**src/rtl/two_bit_mux_arbiter.sv**
```systemverilog
`default_nettype none
// ============================================================================
//  Module      : two_bit_mux_arbiter
//  Description : Round-robin, burst-limited arbiter that shares a 2-bit mux
//                datapath between requesters A and B. Drives a registered
//                mux select and a registered output word with a valid strobe.
//  Revision    : 1.0 - initial release
// ============================================================================
module two_bit_mux_arbiter #(
   parameter int unsigned MAX_BURST = 4   // transfers per grant, 1..15
) (
   input  logic       clk,
   input  logic       reset,
   input  logic       req_a,
   input  logic [1:0] data_a,
   input  logic       req_b,
   input  logic [1:0] data_b,
   output logic       gnt_a,
   output logic       gnt_b,
   output logic       sel,
   output logic [1:0] out_data,
   output logic       out_valid
);

   // Arbiter states
   localparam logic [1:0] ST_IDLE    = 2'd0;
   localparam logic [1:0] ST_GRANT_A = 2'd1;
   localparam logic [1:0] ST_GRANT_B = 2'd2;

   // Owner encoding shared by the last pointer; matches the sel polarity
   localparam logic C_OWNER_A = 1'b1;
   localparam logic C_OWNER_B = 1'b0;

   localparam logic [3:0] C_MAX_BURST = 4'(MAX_BURST);

   logic [1:0] state_q,     state_d;
   logic       sel_q,       sel_d;
   logic [3:0] cnt_q,       cnt_d;
   logic       last_q,      last_d;
   logic       out_valid_q, out_valid_d;
   logic [1:0] out_data_q,  out_data_d;

   // Current owner's view of the requesters, valid only in a GRANT state
   logic       w_is_a;
   logic       w_own_req;
   logic       w_oth_req;
   logic [1:0] w_own_data;
   logic [3:0] w_cnt_inc;
   logic       w_release;

   assign w_is_a     = (state_q == ST_GRANT_A);
   assign w_own_req  = w_is_a ? req_a  : req_b;
   assign w_oth_req  = w_is_a ? req_b  : req_a;
   assign w_own_data = w_is_a ? data_a : data_b;
   assign w_cnt_inc  = cnt_q + 4'd1;
   // A dropped request releases without a transfer; otherwise the transfer
   // that reaches the burst limit releases.
   assign w_release  = !w_own_req || (w_cnt_inc == C_MAX_BURST);

   // Next-state, grant hand-over, burst counting and output word capture
   always_comb begin
      state_d     = state_q;
      sel_d       = sel_q;
      cnt_d       = cnt_q;
      last_d      = last_q;
      out_valid_d = 1'b0;
      out_data_d  = out_data_q;

      case (state_q)
         ST_IDLE: begin
            // A wins if alone, or on a tie when B was the last owner
            if (req_a && (!req_b || (last_q == C_OWNER_B))) begin
               state_d = ST_GRANT_A;
               sel_d   = 1'b1;
               cnt_d   = 4'd0;
            end else if (req_b) begin
               state_d = ST_GRANT_B;
               sel_d   = 1'b0;
               cnt_d   = 4'd0;
            end
         end

         ST_GRANT_A, ST_GRANT_B: begin
            if (w_own_req) begin
               out_valid_d = 1'b1;
               out_data_d  = w_own_data;
               cnt_d       = w_cnt_inc;
            end
            if (w_release) begin
               last_d = w_is_a ? C_OWNER_A : C_OWNER_B;
               if (w_oth_req) begin
                  // Hand over directly, no idle bubble
                  state_d = w_is_a ? ST_GRANT_B : ST_GRANT_A;
                  sel_d   = !w_is_a;
                  cnt_d   = 4'd0;
               end else if (w_own_req) begin
                  // Burst expired with nobody else waiting: re-grant
                  cnt_d   = 4'd0;
               end else begin
                  state_d = ST_IDLE;
               end
            end
         end

         default: begin
            state_d = ST_IDLE;
         end
      endcase
   end

   // State and output registers with synchronous reset
   always_ff @(posedge clk) begin
      if (reset) begin
         state_q     <= ST_IDLE;
         sel_q       <= 1'b0;
         cnt_q       <= 4'd0;
         last_q      <= C_OWNER_B;
         out_valid_q <= 1'b0;
         out_data_q  <= 2'b00;
      end else begin
         state_q     <= state_d;
         sel_q       <= sel_d;
         cnt_q       <= cnt_d;
         last_q      <= last_d;
         out_valid_q <= out_valid_d;
         out_data_q  <= out_data_d;
      end
   end

   assign gnt_a     = (state_q == ST_GRANT_A);
   assign gnt_b     = (state_q == ST_GRANT_B);
   assign sel       = sel_q;
   assign out_data  = out_data_q;
   assign out_valid = out_valid_q;

endmodule
`default_nettype wire

```
**config.mk**
```make
export PLATFORM = sky130hd
export DESIGN_NAME = two_bit_mux_arbiter
export DESIGN_NICKNAME = d
export VERILOG_FILES = /design/src/rtl/two_bit_mux_arbiter.sv
export SDC_FILE = /design/constraint.sdc
export NUM_CORES = 1
export LEC_CHECK = 0
export CORE_MARGIN = 2
export CORE_UTILIZATION = 30
export DETAILED_ROUTE_END_ITERATION = 10
export PLACE_DENSITY = 0.5
export SLEW_MARGIN = 20
export SYNTH_ARGS = -nofsm -noshare
export SYNTH_HDL_FRONTEND = slang
export SYNTH_SLANG_ARGS = --single-unit
```
**constraint.sdc**
```tcl
create_clock -name clk -period 2.5 [get_ports clk]
set_clock_uncertainty 0.15 [all_clocks]
set_input_delay 0.25 -clock clk [delete_from_list [all_inputs] [get_ports clk]]
set_output_delay 0.25 -clock clk [all_outputs]
set_load 0.02 [all_outputs]
```
==> metrics.md <==
| Metric | Value |
|---|---|
| Detailed Routing Iterations Pass 1 | `5` |
| CTS tree | `done` |
| Crit path required time | `approximately 2.6 ns` |
| Area inside the core boundary | `around 2400 sq um` |
| Fin. max-slew vios | `0` |
| Reg-to-reg endpoint | `sel` |
| Num CTS Buffers | `3` |
| Layout net count | `120` |
| Transition time at the pin with the least slew margin | `0.481 ns` |
| Net switching power | `0.432 mW` |
| Depth of the CTS H-tree | `1` |
| Placed cell areas | `930 sq um` |
| Synth warn | `0` |
| Routed wire length | `approximately 1.7 mm` |
| Global-route wire length before repair | `2.92 mm` |
| Setup Viol. Count Final | `0` |
| # hold bufs at CTS | `0` |
| Sequential share of the synthesized area | `28.9%` |
| Pin count of the biggest net entering global routing | `14` |
| Std-Cell Rows | `18` |
| Number of instances on the worst hold path | `2` |
| CP arrival | `between 2 and 2.5 ns` |
| Setup Crit Path Kind | `reg -> reg` |
| Initial DRC count | `10` |
| Startpoint of the most critical hold path | `out_data[1]` |
| Number of global-route vias before repair | `651` |
| Antenna violations before repair | `0` |
| Layout Area Growth over Synthesis | `25.5%` |
| Power after layout | `about 1.0 mW` |
| Buffers added on ports | `13` |
| Clock Path Buffers | `2` |
| EDFF count, synth | `0` |
| Total power density per cell area | `roughly 1100 nW/um^2` |
| DR vias/cell | `about 5.2` |
| Unrepaired setup endpoints after global routing | `false` |
| Placer's final routability congestion estimate | `between 0.8 and 0.9` |
| Gate count of the mapped netlist | `91` |
| Drt drc | `0` |
| Post-synthesis async set-or-reset flop share | `0%` |
| Worst flop-to-flop path startpoint | `state_q[0]` |
| Skew-Pair Late Insertion Delay | `between 0.2 and 0.3 ns` |
| Max-cap violations | `0` |
| Cell internal pwr | `roughly 0.59 mW` |
| CP Launch Type | `flop` |
| Diodes inserted | `0` |
| Clk slew on worst S/H paths | `0.07 ns` |
| Root buffer selected by CTS | `sky130_fd_sc_hd__clkbuf_4` |
| Average routed wire per standard cell | `roughly 13 microns` |
| Clock power frac | `12.3%` |
| Largest fanout on the critical path | `13` |
| Worst slew margin | `about two thirds` |
| Result of the run | `completed` |
| Fraction of the core area covered by cells at the end of the flow | `between 30% and 40%` |
| Nets in the synthesized netlist | `between 100 and 150` |
| Number of post-CTS setup repair buffers | `0` |
| Number of distinct library cell variants in the gate-level netlist after synthesis | `37` |
| Post-route minimum period | `~2.3 ns` |
| Sequential group share of total power | `roughly a quarter` |
| Clock net sink count | `11` |
| Final Cell Area | `about 960 sq um` |
| Maximum resistive drop on vdd | `0.000648 V` |
| Sum of overflow across all layers after global routing | `0` |
| Synth Area per Inst | `between 8 and 9 sq um` |
| Number of non-filler instances in the completed layout | `between 100 and 150` |
| Full die area | `~3000 sq um` |
| Static Leak | `between 0.3 and 0.4 nW` |
| Cells resized by post-CTS repair | `0` |
| Period utilization | `90.1%` |
| CP Capture Type | `flop` |
| Final Hold Violating Endpoints | `0` |
| Worst hold endpoint | `out_data[1]` |
| Via count | `about 700` |
| Ports | `14` |
| Antenna viol nets, final | `0` |
| FF-to-FF setup slack | `roughly 0.25 ns` |
| Fmax | `about 0.44 GHz` |
| Path category of the worst min-delay check | `reg -> reg` |
| Cell Count Post-Placement | `around 130` |
| DIE HEIGHT | `about 54 microns` |
| Detailed placement HPWL | `roughly 1.3 mm` |
| Dominant synthesized flop cell | `sky130_fd_sc_hd__dfxtp_1` |
| Number of storage elements in the synthesis netlist | `11` |
| Mapped Area | `762 sq um` |
| GRT Total Usage | `14.0%` |
| Cell count of the worst reg-to-reg path | `6` |
| Switching share of power | `42.5%` |
| Chip Width | `54.4 microns` |
| Logic pwr share | `~64%` |
| Total negative slack for setup checks | `0 ns` |
| Fraction of layout instances using a drive strength above 1 | `under 10%` |
| Initial standard-cell utilization of the core | `between 30% and 40%` |
## kinds of logic (layout without fill, tap and decap cells)
kind of cell	Yosys count	count (layout)	synth area share [%]
AOI/OAI and AO/OA	26	26	24.0
adders and majority gates	6	6	9.85
buffers and inverters	11	25	5.42
DFF	11	11	28.9
muxes	4	4	5.25
and+or+nand+nor	33	33	26.6
## layout make-up
class                      count  area [sq um]
tap                           30          37.5
sequential                    11           220
inverter                       5          18.8
fill                         268          1480
clock buffer                   4          26.3
timing repair buffer          16           153
multi-input combinational     69           500
## state kept, by name (all words and copies together), names as in the netlist
signal,cells
cnt_q,4
last_q,1
out_data,2
out_valid,1
sel,1
state_q,2
## synthesized netlist by cell type (2+ instances only)
cell,number,share of area [%]
sky130_fd_sc_hd__dfxtp_1,11,29
sky130_fd_sc_hd__nor2_1,7,3.4
sky130_fd_sc_hd__ha_1,6,9.9
sky130_fd_sc_hd__clkbuf_1,5,2.5
sky130_fd_sc_hd__inv_1,5,2.5
sky130_fd_sc_hd__o21ai_0,5,3.3
sky130_fd_sc_hd__mux2i_1,4,5.3
sky130_fd_sc_hd__nor2b_1,4,3.3
sky130_fd_sc_hd__a211oi_1,3,3.0
sky130_fd_sc_hd__nand2_1,3,1.5
sky130_fd_sc_hd__o22ai_1,3,2.5
sky130_fd_sc_hd__a21oi_1,2,1.3
sky130_fd_sc_hd__nand2b_1,2,1.6
sky130_fd_sc_hd__nand3_1,2,1.3
sky130_fd_sc_hd__nand4_1,2,1.6
sky130_fd_sc_hd__nor3_1,2,1.3
sky130_fd_sc_hd__nor3b_1,2,2.0
sky130_fd_sc_hd__o211ai_1,2,2.0
sky130_fd_sc_hd__o31ai_1,2,2.0
sky130_fd_sc_hd__or3b_1,2,2.3
## worst max-delay path: stages (launching register included)
cell and delay [ns]:
sky130_fd_sc_hd__dfxtp_1 0.36, sky130_fd_sc_hd__inv_1 0.09, sky130_fd_sc_hd__ha_1 0.51, sky130_fd_sc_hd__o22ai_1 0.21
sky130_fd_sc_hd__a311o_1 0.31, sky130_fd_sc_hd__or4b_1 0.50, sky130_fd_sc_hd__nand2_1 0.07
## power by group through the flow
stage	clock (mW)	combinational, mW	sequential [mW]
2_1_floorplan	0	0.440	0.274
3_3_place_gp	0	0.648	0.248
3_5_place_dp	0	0.648	0.249
4_1_cts	0.132	0.653	0.245
5_1_grt	0.133	0.720	0.251
6_report	0.125	0.648	0.244
## worst max-delay path by stage
stage | startpoint | end | slack, ns | cells past startpoint
floorplan | state_q[1] | sel | 0.44 | 6
finish | state_q[0] | sel | 0.25 | 6
detailed placement | req_b | sel | 0.23 | 5
global placement | req_b | sel | 0.27 | 5
global route | state_q[0] | sel | 0.08 | 6
CTS | state_q[0] | sel | 0.25 | 6
## cells in the final DEF (no fill, tap or decap), drive strengths merged, types with 3 or more instances in the layout
master / count
dfxtp: 11
a211oi: 3
nor2: 7
o21ai: 5
inv: 5
clkbuf: 4
ha: 6
mux2i: 4
buf: 3
nand2: 3
o22ai: 3
nor2b: 4
clkdlybuf4s50: 13
## metal layers
metal,wire length [microns],global-route usage [%]
met3,62,5.74
met4,22,7.50
met1,834,17.6
met2,825,20.1
met5,0,0
## per-stage QoR
stage | setup WS (ns) | hold slack [ns]
3_5_place_dp | 0.229 | 0.351
2_1_floorplan | 0.442 | 0.258
4_1_cts | 0.250 | 0.363
3_3_place_gp | 0.271 | 0.339
5_1_grt | 0.0837 | 0.379
6_report | 0.248 | 0.358
Note: power is estimated with default switching activity, not from simulation.
